### src/rtl/alarm_sequencer_if.sv
// Signal bundle between the alarm-compare datapath / board I/O and alarm_sequencer.
// master drives the requests and strobes; slave (the sequencer) drives the speaker, LED and status.
interface alarm_sequencer_if;
    logic       tick_1hz;
    logic       alarm_match;
    logic       alarm_on;
    logic       stop_req;
    logic       snooze_req;
    logic       sound;
    logic       alarm_led;
    logic [1:0] state;
    logic [1:0] snooze_cnt;

    modport master (
        output tick_1hz, alarm_match, alarm_on, stop_req, snooze_req,
        input  sound, alarm_led, state, snooze_cnt
    );

    modport slave (
        input  tick_1hz, alarm_match, alarm_on, stop_req, snooze_req,
        output sound, alarm_led, state, snooze_cnt
    );
endinterface

### src/rtl/alarm_sequencer.sv
// Ring / snooze / cancel sequencer for the 24-hour clock alarm, with speaker tone generation.
// Define ALARM_SNOOZE_EN to build in the snooze feature; without it a ring always ends in IDLE.
module alarm_sequencer #(
    parameter int TONE_DIV    = 50000,
    parameter int RING_SECS   = 60,
    parameter int SNOOZE_SECS = 300,
    parameter int MAX_SNOOZE  = 3
) (
    input  logic               clk,
    input  logic               reset_n,
    alarm_sequencer_if.slave   bus
);
    localparam logic [1:0] IDLE    = 2'd0;
    localparam logic [1:0] RINGING = 2'd1;
    localparam logic [1:0] SNOOZE  = 2'd2;

    localparam int             TONE_W    = (TONE_DIV > 1) ? $clog2(TONE_DIV) : 1;
    localparam logic [TONE_W-1:0] TONE_LAST = TONE_W'(TONE_DIV - 1);
    localparam logic [8:0]     RING_LAST = 9'(RING_SECS - 1);

    if (MAX_SNOOZE < 1 || MAX_SNOOZE > 3 || SNOOZE_SECS < 1 || SNOOZE_SECS > 512 ||
        RING_SECS < 1 || RING_SECS > 512 || TONE_DIV < 1) begin : g_param_check
        $error("alarm_sequencer: parameter out of range");
    end

    logic [1:0]        state_q, state_n;
    logic [8:0]        sec_cnt;
    logic              match_d;
    logic              beep;
    logic [TONE_W-1:0] tone_cnt;
    logic              tone_q;
    logic              trigger;
    logic              timeout;

    assign trigger = bus.alarm_match & ~match_d & bus.alarm_on;
    assign timeout = bus.tick_1hz && (sec_cnt == RING_LAST);

`ifdef ALARM_SNOOZE_EN
    localparam logic [8:0] SNOOZE_LAST = 9'(SNOOZE_SECS - 1);
    localparam logic [1:0] SNOOZE_MAX  = 2'(MAX_SNOOZE);

    logic [1:0] snooze_cnt_q, snooze_cnt_n;
    logic       can_snooze;

    assign can_snooze = snooze_cnt_q < SNOOZE_MAX;

    // NOTE: every variable assigned here gets a default first, so no path leaves it unassigned and no latch is inferred.
    always_comb begin
        state_n      = state_q;
        snooze_cnt_n = snooze_cnt_q;
        case (state_q)
            IDLE: if (trigger) begin
                state_n      = RINGING;
                snooze_cnt_n = 2'd0;
            end
            RINGING: begin
                if (!bus.alarm_on || bus.stop_req) begin
                    state_n = IDLE;
                end else if ((bus.snooze_req || timeout) && can_snooze) begin
                    // A snooze press coinciding with the timeout tick is one snooze, not two.
                    state_n      = SNOOZE;
                    snooze_cnt_n = snooze_cnt_q + 2'd1;
                end else if (timeout) begin
                    state_n = IDLE;
                end
            end
            SNOOZE: begin
                if (!bus.alarm_on || bus.stop_req) begin
                    state_n = IDLE;
                end else if (bus.tick_1hz && sec_cnt == SNOOZE_LAST) begin
                    state_n = RINGING;
                end
            end
            default: state_n = IDLE;
        endcase
    end

    always_ff @(posedge clk or negedge reset_n) begin
        if (!reset_n) begin
            snooze_cnt_q   <= 2'd0;
            bus.snooze_cnt <= 2'd0;
        end else begin
            snooze_cnt_q   <= snooze_cnt_n;
            bus.snooze_cnt <= snooze_cnt_q;
        end
    end
`else
    always_comb begin
        state_n = state_q;
        case (state_q)
            IDLE:    if (trigger) state_n = RINGING;
            RINGING: if (!bus.alarm_on || bus.stop_req || timeout) state_n = IDLE;
            default: state_n = IDLE;
        endcase
    end

    assign bus.snooze_cnt = 2'd0;
`endif

    // NOTE: state is updated with non-blocking assignments so every flop samples pre-edge values.
    always_ff @(posedge clk or negedge reset_n) begin
        if (!reset_n) begin
            state_q       <= IDLE;
            match_d       <= 1'b0;
            sec_cnt       <= 9'd0;
            beep          <= 1'b0;
            tone_cnt      <= '0;
            tone_q        <= 1'b0;
            bus.sound     <= 1'b0;
            bus.state     <= IDLE;
            bus.alarm_led <= 1'b0;
        end else begin
            state_q <= state_n;
            match_d <= bus.alarm_match;

            if (state_n != state_q) begin
                sec_cnt <= 9'd0;
            end else if (bus.tick_1hz && state_q != IDLE) begin
                sec_cnt <= sec_cnt + 9'd1;
            end

            // Beep gate: on at ring entry, flips each second while ringing, off elsewhere.
            if (state_n != RINGING) begin
                beep <= 1'b0;
            end else if (state_q != RINGING) begin
                beep <= 1'b1;
            end else if (bus.tick_1hz) begin
                beep <= ~beep;
            end

            if (!beep) begin
                tone_cnt <= '0;
                tone_q   <= 1'b0;
            end else if (tone_cnt == TONE_LAST) begin
                tone_cnt <= '0;
                tone_q   <= ~tone_q;
            end else begin
                tone_cnt <= tone_cnt + TONE_W'(1);
            end

            bus.sound     <= tone_q;
            bus.state     <= state_q;
            bus.alarm_led <= (state_q != IDLE);
        end
    end
endmodule

### src/flat_wrapper.sv
// flat-port wrapper written by rule: the top's interface ports become plain ports
module alarm_sequencer_flat 
#(
    parameter int TONE_DIV    = 50000,
    parameter int RING_SECS   = 60,
    parameter int SNOOZE_SECS = 300,
    parameter int MAX_SNOOZE  = 3
)
  (clk, reset_n, bus_tick_1hz, bus_alarm_match, bus_alarm_on, bus_stop_req, bus_snooze_req, bus_sound, bus_alarm_led, bus_state, bus_snooze_cnt);
  alarm_sequencer_if bus_i ();
  input  logic clk;
  input  logic reset_n;
  input wire logic [$bits(bus_i.tick_1hz)-1:0] bus_tick_1hz;
  input wire logic [$bits(bus_i.alarm_match)-1:0] bus_alarm_match;
  input wire logic [$bits(bus_i.alarm_on)-1:0] bus_alarm_on;
  input wire logic [$bits(bus_i.stop_req)-1:0] bus_stop_req;
  input wire logic [$bits(bus_i.snooze_req)-1:0] bus_snooze_req;
  output wire logic [$bits(bus_i.sound)-1:0] bus_sound;
  output wire logic [$bits(bus_i.alarm_led)-1:0] bus_alarm_led;
  output wire logic [$bits(bus_i.state)-1:0] bus_state;
  output wire logic [$bits(bus_i.snooze_cnt)-1:0] bus_snooze_cnt;
  assign bus_i.tick_1hz = bus_tick_1hz;
  assign bus_i.alarm_match = bus_alarm_match;
  assign bus_i.alarm_on = bus_alarm_on;
  assign bus_i.stop_req = bus_stop_req;
  assign bus_i.snooze_req = bus_snooze_req;
  assign bus_sound = bus_i.sound;
  assign bus_alarm_led = bus_i.alarm_led;
  assign bus_state = bus_i.state;
  assign bus_snooze_cnt = bus_i.snooze_cnt;
  alarm_sequencer #(.TONE_DIV(TONE_DIV), .RING_SECS(RING_SECS), .SNOOZE_SECS(SNOOZE_SECS), .MAX_SNOOZE(MAX_SNOOZE)) u_core (.clk(clk), .reset_n(reset_n), .bus(bus_i));
endmodule
### config.mk
export PLATFORM = sky130hd
export DESIGN_NAME = alarm_sequencer_flat
export DESIGN_NICKNAME = d
export VERILOG_FILES = /design/src/rtl/alarm_sequencer_if.sv /design/src/rtl/alarm_sequencer.sv /design/src/flat_wrapper.sv
export SDC_FILE = /design/constraint.sdc
export NUM_CORES = 1
export LEC_CHECK = 0
export CAP_MARGIN = 30
export CORE_MARGIN = 4
export CORE_UTILIZATION = 34
export CTS_CLUSTER_SIZE = 12
export DETAILED_ROUTE_END_ITERATION = 10
export HOLD_SLACK_MARGIN = 0.06
export PLACE_DENSITY = 0.61
export SLEW_MARGIN = 0
export SYNTH_ARGS = -nofsm -noshare
export SYNTH_HDL_FRONTEND = slang
export SYNTH_SLANG_ARGS = --single-unit
### constraint.sdc
create_clock -name clk -period 2.5 [get_ports clk]
set_clock_uncertainty 0.15 [all_clocks]
set_input_delay 0.5 -clock clk [delete_from_list [all_inputs] [get_ports clk]]
set_output_delay 0.5 -clock clk [all_outputs]
set_load 0.01 [all_outputs]
# Yosys cells after proc, flatten, opt, wreduce, memory -nomap -nowiden
# Cells that the tools add are included.
[classes] add_sub_neg=2 eq_ne=7 n_mux=12 bitwise_logic=5 reduce_logical=9
[ops] cell="$mux 16" count=2
[ops] cell="$mux 9" count=2
[ops] cell="$add 16x1->16 const B" count=1
[ops] cell="$eq 16x16->1 const B" count=1
[ops] cell="$add 9x1->9 const B" count=1
[ops] cell="$eq 9x6->1 const B" count=1
[ops] cell="$mux 1" count=5
[ops] cell="$mux 2" count=2
[ops] cell="$ne 2x1->1 const B" count=2
[ops] cell="$pmux 2 s2" count=1
[ops] cell="$reduce_bool 2->1" count=2
[ops] cell="$not 1->1" count=3
[ops] cell="$reduce_bool 3->1" count=1
[ops] cell="$and 1x1->1" count=2
[ops] cell="$eq 2x1->1 const B" count=1
[ops] cell="$logic_and 1x1->1" count=2
[ops] cell="$logic_not 2->1" count=1
[ops] cell="$logic_or 1x1->1" count=2
[ops] cell="$ne 2x2->1" count=1
[ops] cell="$ne 2x2->1 const B" count=1
[ops] cell="$logic_not 1->1" count=1
[word_totals] register_bits=34 inputBits=7

# Longest topological paths before layout
[logic_depth] depth_word=7 depth_mapped=6

# Worst setup path after synthesis
# OpenSTA, ideal clock, no wires.
[synth_timing] kind="register to register" start="register u_core.tone_cnt[10]" end="register u_core.tone_cnt[6]" setup_ns=0.119 t_arrival_ns=1.707 t_required_ns=2.231 slack_ns=0.524 stages_incl_launch_ff=6 synth_period_minus_slack_ns=1.976 cell_sequence="dfrtp_1 or4b_1 or4_4 nand2_4 buf_12 nor2_2"
[synth_between] elab_chain_len=3
[synth_lines] element="start: declaration" line="alarm_sequencer.sv:30" text="logic [TONE_W-1:0] tone_cnt;"
[synth_lines] element="start signal: assignment" line="alarm_sequencer.sv:138" text="tone_cnt <= tone_cnt + TONE_W'(1);"
[synth_lines] element="$eq 16x16->1" line="alarm_sequencer.sv:134" text="end else if (tone_cnt == TONE_LAST) begin"
[synth_lines] element="$mux 16" line="alarm_sequencer.sv:134"
[synth_lines] element="$mux 16" line="alarm_sequencer.sv:131" text="if (!beep) begin"
# No other way between the ends.
# A chain may end at the register's enable or synchronous reset.

# Final worst setup path
[layout_timing] start="register u_core.tone_cnt[10]" end="register u_core.tone_cnt[4]"
# Same word-level chain as after synthesis.

==> flow_summary.toml <==
[run_status]
status = "completed"

[routing]
routed_wl_mm = 2.66
drt_first_pass_iters = 4
drc_errors = 0
via_per_inst = 4.91
drt_iter0_drc = 53
routedWlPerCell_um = 12.4
vias = 1051
final_antenna_net_count = 0

[power]
switching_share_pct = 21.5
seq_power_share_pct = 56.1
p_leak_nw = 0.739
power.density_nw_per_um2 = 552
p_comb_share_pct = 4.6
clkPwrFrac_pct = 39.3
p_int_w = 0.000789
power.switching_w = 0.000215
ir_drop_v = 0.000325

[synthesis]
ys_top_cells_by_area = "dfrtp_1 (53%), xnor2_1 (8.2%), nor2_2 (3.9%), xor2_1 (3.8%), nor2_1 (3.0%)"
synthArstFlopShare_pct = 100
yosysWarnings = 0
synthCells = 147
yosysUniqueCellTypes = 36
synth_seq_cells = 34
yosysSeqAreaShare_pct = 53.2
synth_top_cell_area_share_pct = 53.2
netlist_area_um2 = 1600
ys.flop_type = "dfrtp_1"
synth-edff-count = 0
syn_area_per_cell_um2 = 10.9
yosysTopAreaCell = "dfrtp_1"

[floorplan]
die_h_um = 76.6
die_w_um = 76.6
rows = 24
initial_core_util_pct = 36.0
fp.dieArea_um2 = 5870
ioPinCount = 13
core_um2 = 4440

[clock_tree]
cts.sink_count = 34
h-tree-depth = 2
post_cts_buffers = 0
cts_buffer_depth = 2
path_clk_slew_ns = 0.06
cts_root_buf = "clkbuf_8"
numCtsBuffers = 5
cts_tree = "built"
cts_resized = 0
cts.hold.buffers_added = 0
insertion_delay_ns = 0.28

[sta]
setup_viol = 0
fin_crit_ns = 2.05
fin_ws_ns = 0.446
final.setup.tns_ns = 0
slew_viol_final = 0
hold_violations = 0
fin_crit_sh_pct = 82.1
rsz0062_at_grt = "no"
fmax_mhz = 487

[setup_path]
crit_chain = "or4b_1, or4_4, nand2_4, nor2_1"
worstSetupEndpointType = "flip-flop"
rrSetupSlack_ns = 0.45
cp_slowest_cell = "or4_4"
crit_type = "flip-flop to flip-flop"
r2r_start = "u_core.tone_cnt[10]"
cp_data_arrival_time_ns = 2.07
slowest_delay_ns = 0.54
r2r.worst_path.cells = 4
worstPathRequired_ns = 2.52
r2r_end = "u_core.tone_cnt[4]"
cp_max_fo = 14
cp-start-kind = "flip-flop"

[global_routing]
grt_start_max_net_pins = 35
antenna_found_initial = 0
grt_pass1_vias = 1111
overflow = 0
grt_usage_pct = 10.5
grt_pass1_wl_mm = 4.84

[layout]
fin_area_um2 = 1820
diodes = 0
area_growth_pct = 13.8
instances_no_fill = 214
final_cell_mix = "dfrtp_1 (34), xnor2_1 (15), nor2_1 (13), nor2_2 (10), clkdlybuf4s50_1 (9)"
drive_gt1_share_pct = 13.6
fill_cells = 444
fin_nets = 172
final_common_cell = "dfrtp_1"

[placed_design]
place.gp.congestion = 0.751
post-place-cells = 208
place_worst_setup_slack_ns = 0.283
placedInstanceArea_um2 = 1740
portBuffers = 9
dp_hpwl_mm = 1.91

[hold_path]
whs_path_depth = 0
hold_end = "u_core.bus.sound"
hold_path_startpoint = "u_core.tone_q"
hp-class = "flip-flop to flip-flop"

[run]
max-cap-violations = 0
## worst max-delay path, delay by kind of cell (launching register included)
family	cells	cell delay [ns]
AND/OR/NAND/NOR	4	1.36
flip-flops	1	0.43
## how the worst max path moves through the flow
| stage | slack (ns) | endpoint | depth (start not counted) | startpoint |
|---|---|---|---|---|
| 6_report | 0.45 | u_core.tone_cnt[4] | 4 | u_core.tone_cnt[10] |
| 5_1_grt | 0.34 | u_core.sec_cnt[8] | 4 | u_core.sec_cnt[2] |
| 4_1_cts | 0.43 | u_core.tone_cnt[3] | 4 | u_core.tone_cnt[10] |
| 3_5_place_dp | 0.28 | u_core.sec_cnt[8] | 5 | bus_tick_1hz |
| 3_3_place_gp | 0.30 | u_core.sec_cnt[5] | 5 | bus_tick_1hz |
| 2_1_floorplan | 0.52 | u_core.tone_cnt[6] | 5 | u_core.tone_cnt[10] |
## Yosys cell counts, types with 2 or more instances
cell,count
dfrtp_1,34
xnor2_1,15
nor2_1,13
nor2_2,10
nand2_1,8
xor2_1,7
nand3_1,6
nand4_1,5
nor3_1,5
inv_1,4
nor4_1,4
and3_1,3
a21oi_1,2
and2_1,2
buf_4,2
ha_1,2
o21ai_0,2
o31ai_1,2
or2_2,2
or3_1,2
or4_1,2
## metrics by stage
| stage | utilization, % | total power (W) | hold slack (ns) |
|---|---|---|---|
| final | 41.0 | 0.00100 | 0.252 |
| after global routing | 41.0 | 0.00106 | 0.275 |
| after CTS | 41.0 | 0.00102 | 0.253 |
| after detailed placement | 39.1 | 0.000621 | 0.240 |
| after global placement | 39.1 | 0.000620 | 0.230 |
| after floorplan | - | 0.000596 | 0.0544 |
## flip-flops by register name, indices dropped and copies added (netlist names)
signal and count:
u_core.bus.sound 1, u_core.tone_q 1, u_core.state_q 2, u_core.tone_cnt 16
u_core.bus.state 2, u_core.sec_cnt 9, u_core.beep 1, u_core.match_d 1
u_core.bus.alarm_led 1
## power groups by stage
| stage | Sequential (W) | Clock [W] | Combinational (W) |
|---|---|---|---|
| after floorplan | 0.000574 | 0 | 0.0000227 |
| after global placement | 0.000573 | 0 | 0.0000469 |
| after detailed placement | 0.000573 | 0 | 0.0000477 |
| after CTS | 0.000563 | 0.000408 | 0.0000480 |
| after global routing | 0.000564 | 0.000439 | 0.0000525 |
| final | 0.000563 | 0.000395 | 0.0000462 |
## layer usage
metal	wire length (um)	vias up	track usage [%]
li1	-	528	-
met1	1190	501	11.2
met2	1280	16	17.3
met3	117	6	4.73
met4	67	0	5.98
met5	0	-	0
## cell type report
type | instances | area (um^2) | area share, %
sequential | 34 | 851 | 46.7
multi-input combinational | 107 | 702 | 38.6
timing repair buffer | 11 | 105 | 5.77
clock buffer | 6 | 82.6 | 4.54
tap | 52 | 65.1 | 3.57
inverter | 4 | 15.0 | 0.825
## kinds of logic after synthesis
logic type / synth area share (%)
and+or+nand+nor: 25.3
adders and majority gates: 1.56
xor gates and xnor gates: 12.0
muxes: 0.626
AOI/OAI and AO/OA: 3.67
buffers and inverters: 3.44
DFF: 53.2
other: 0.234
(Power assumes the default switching activity.)
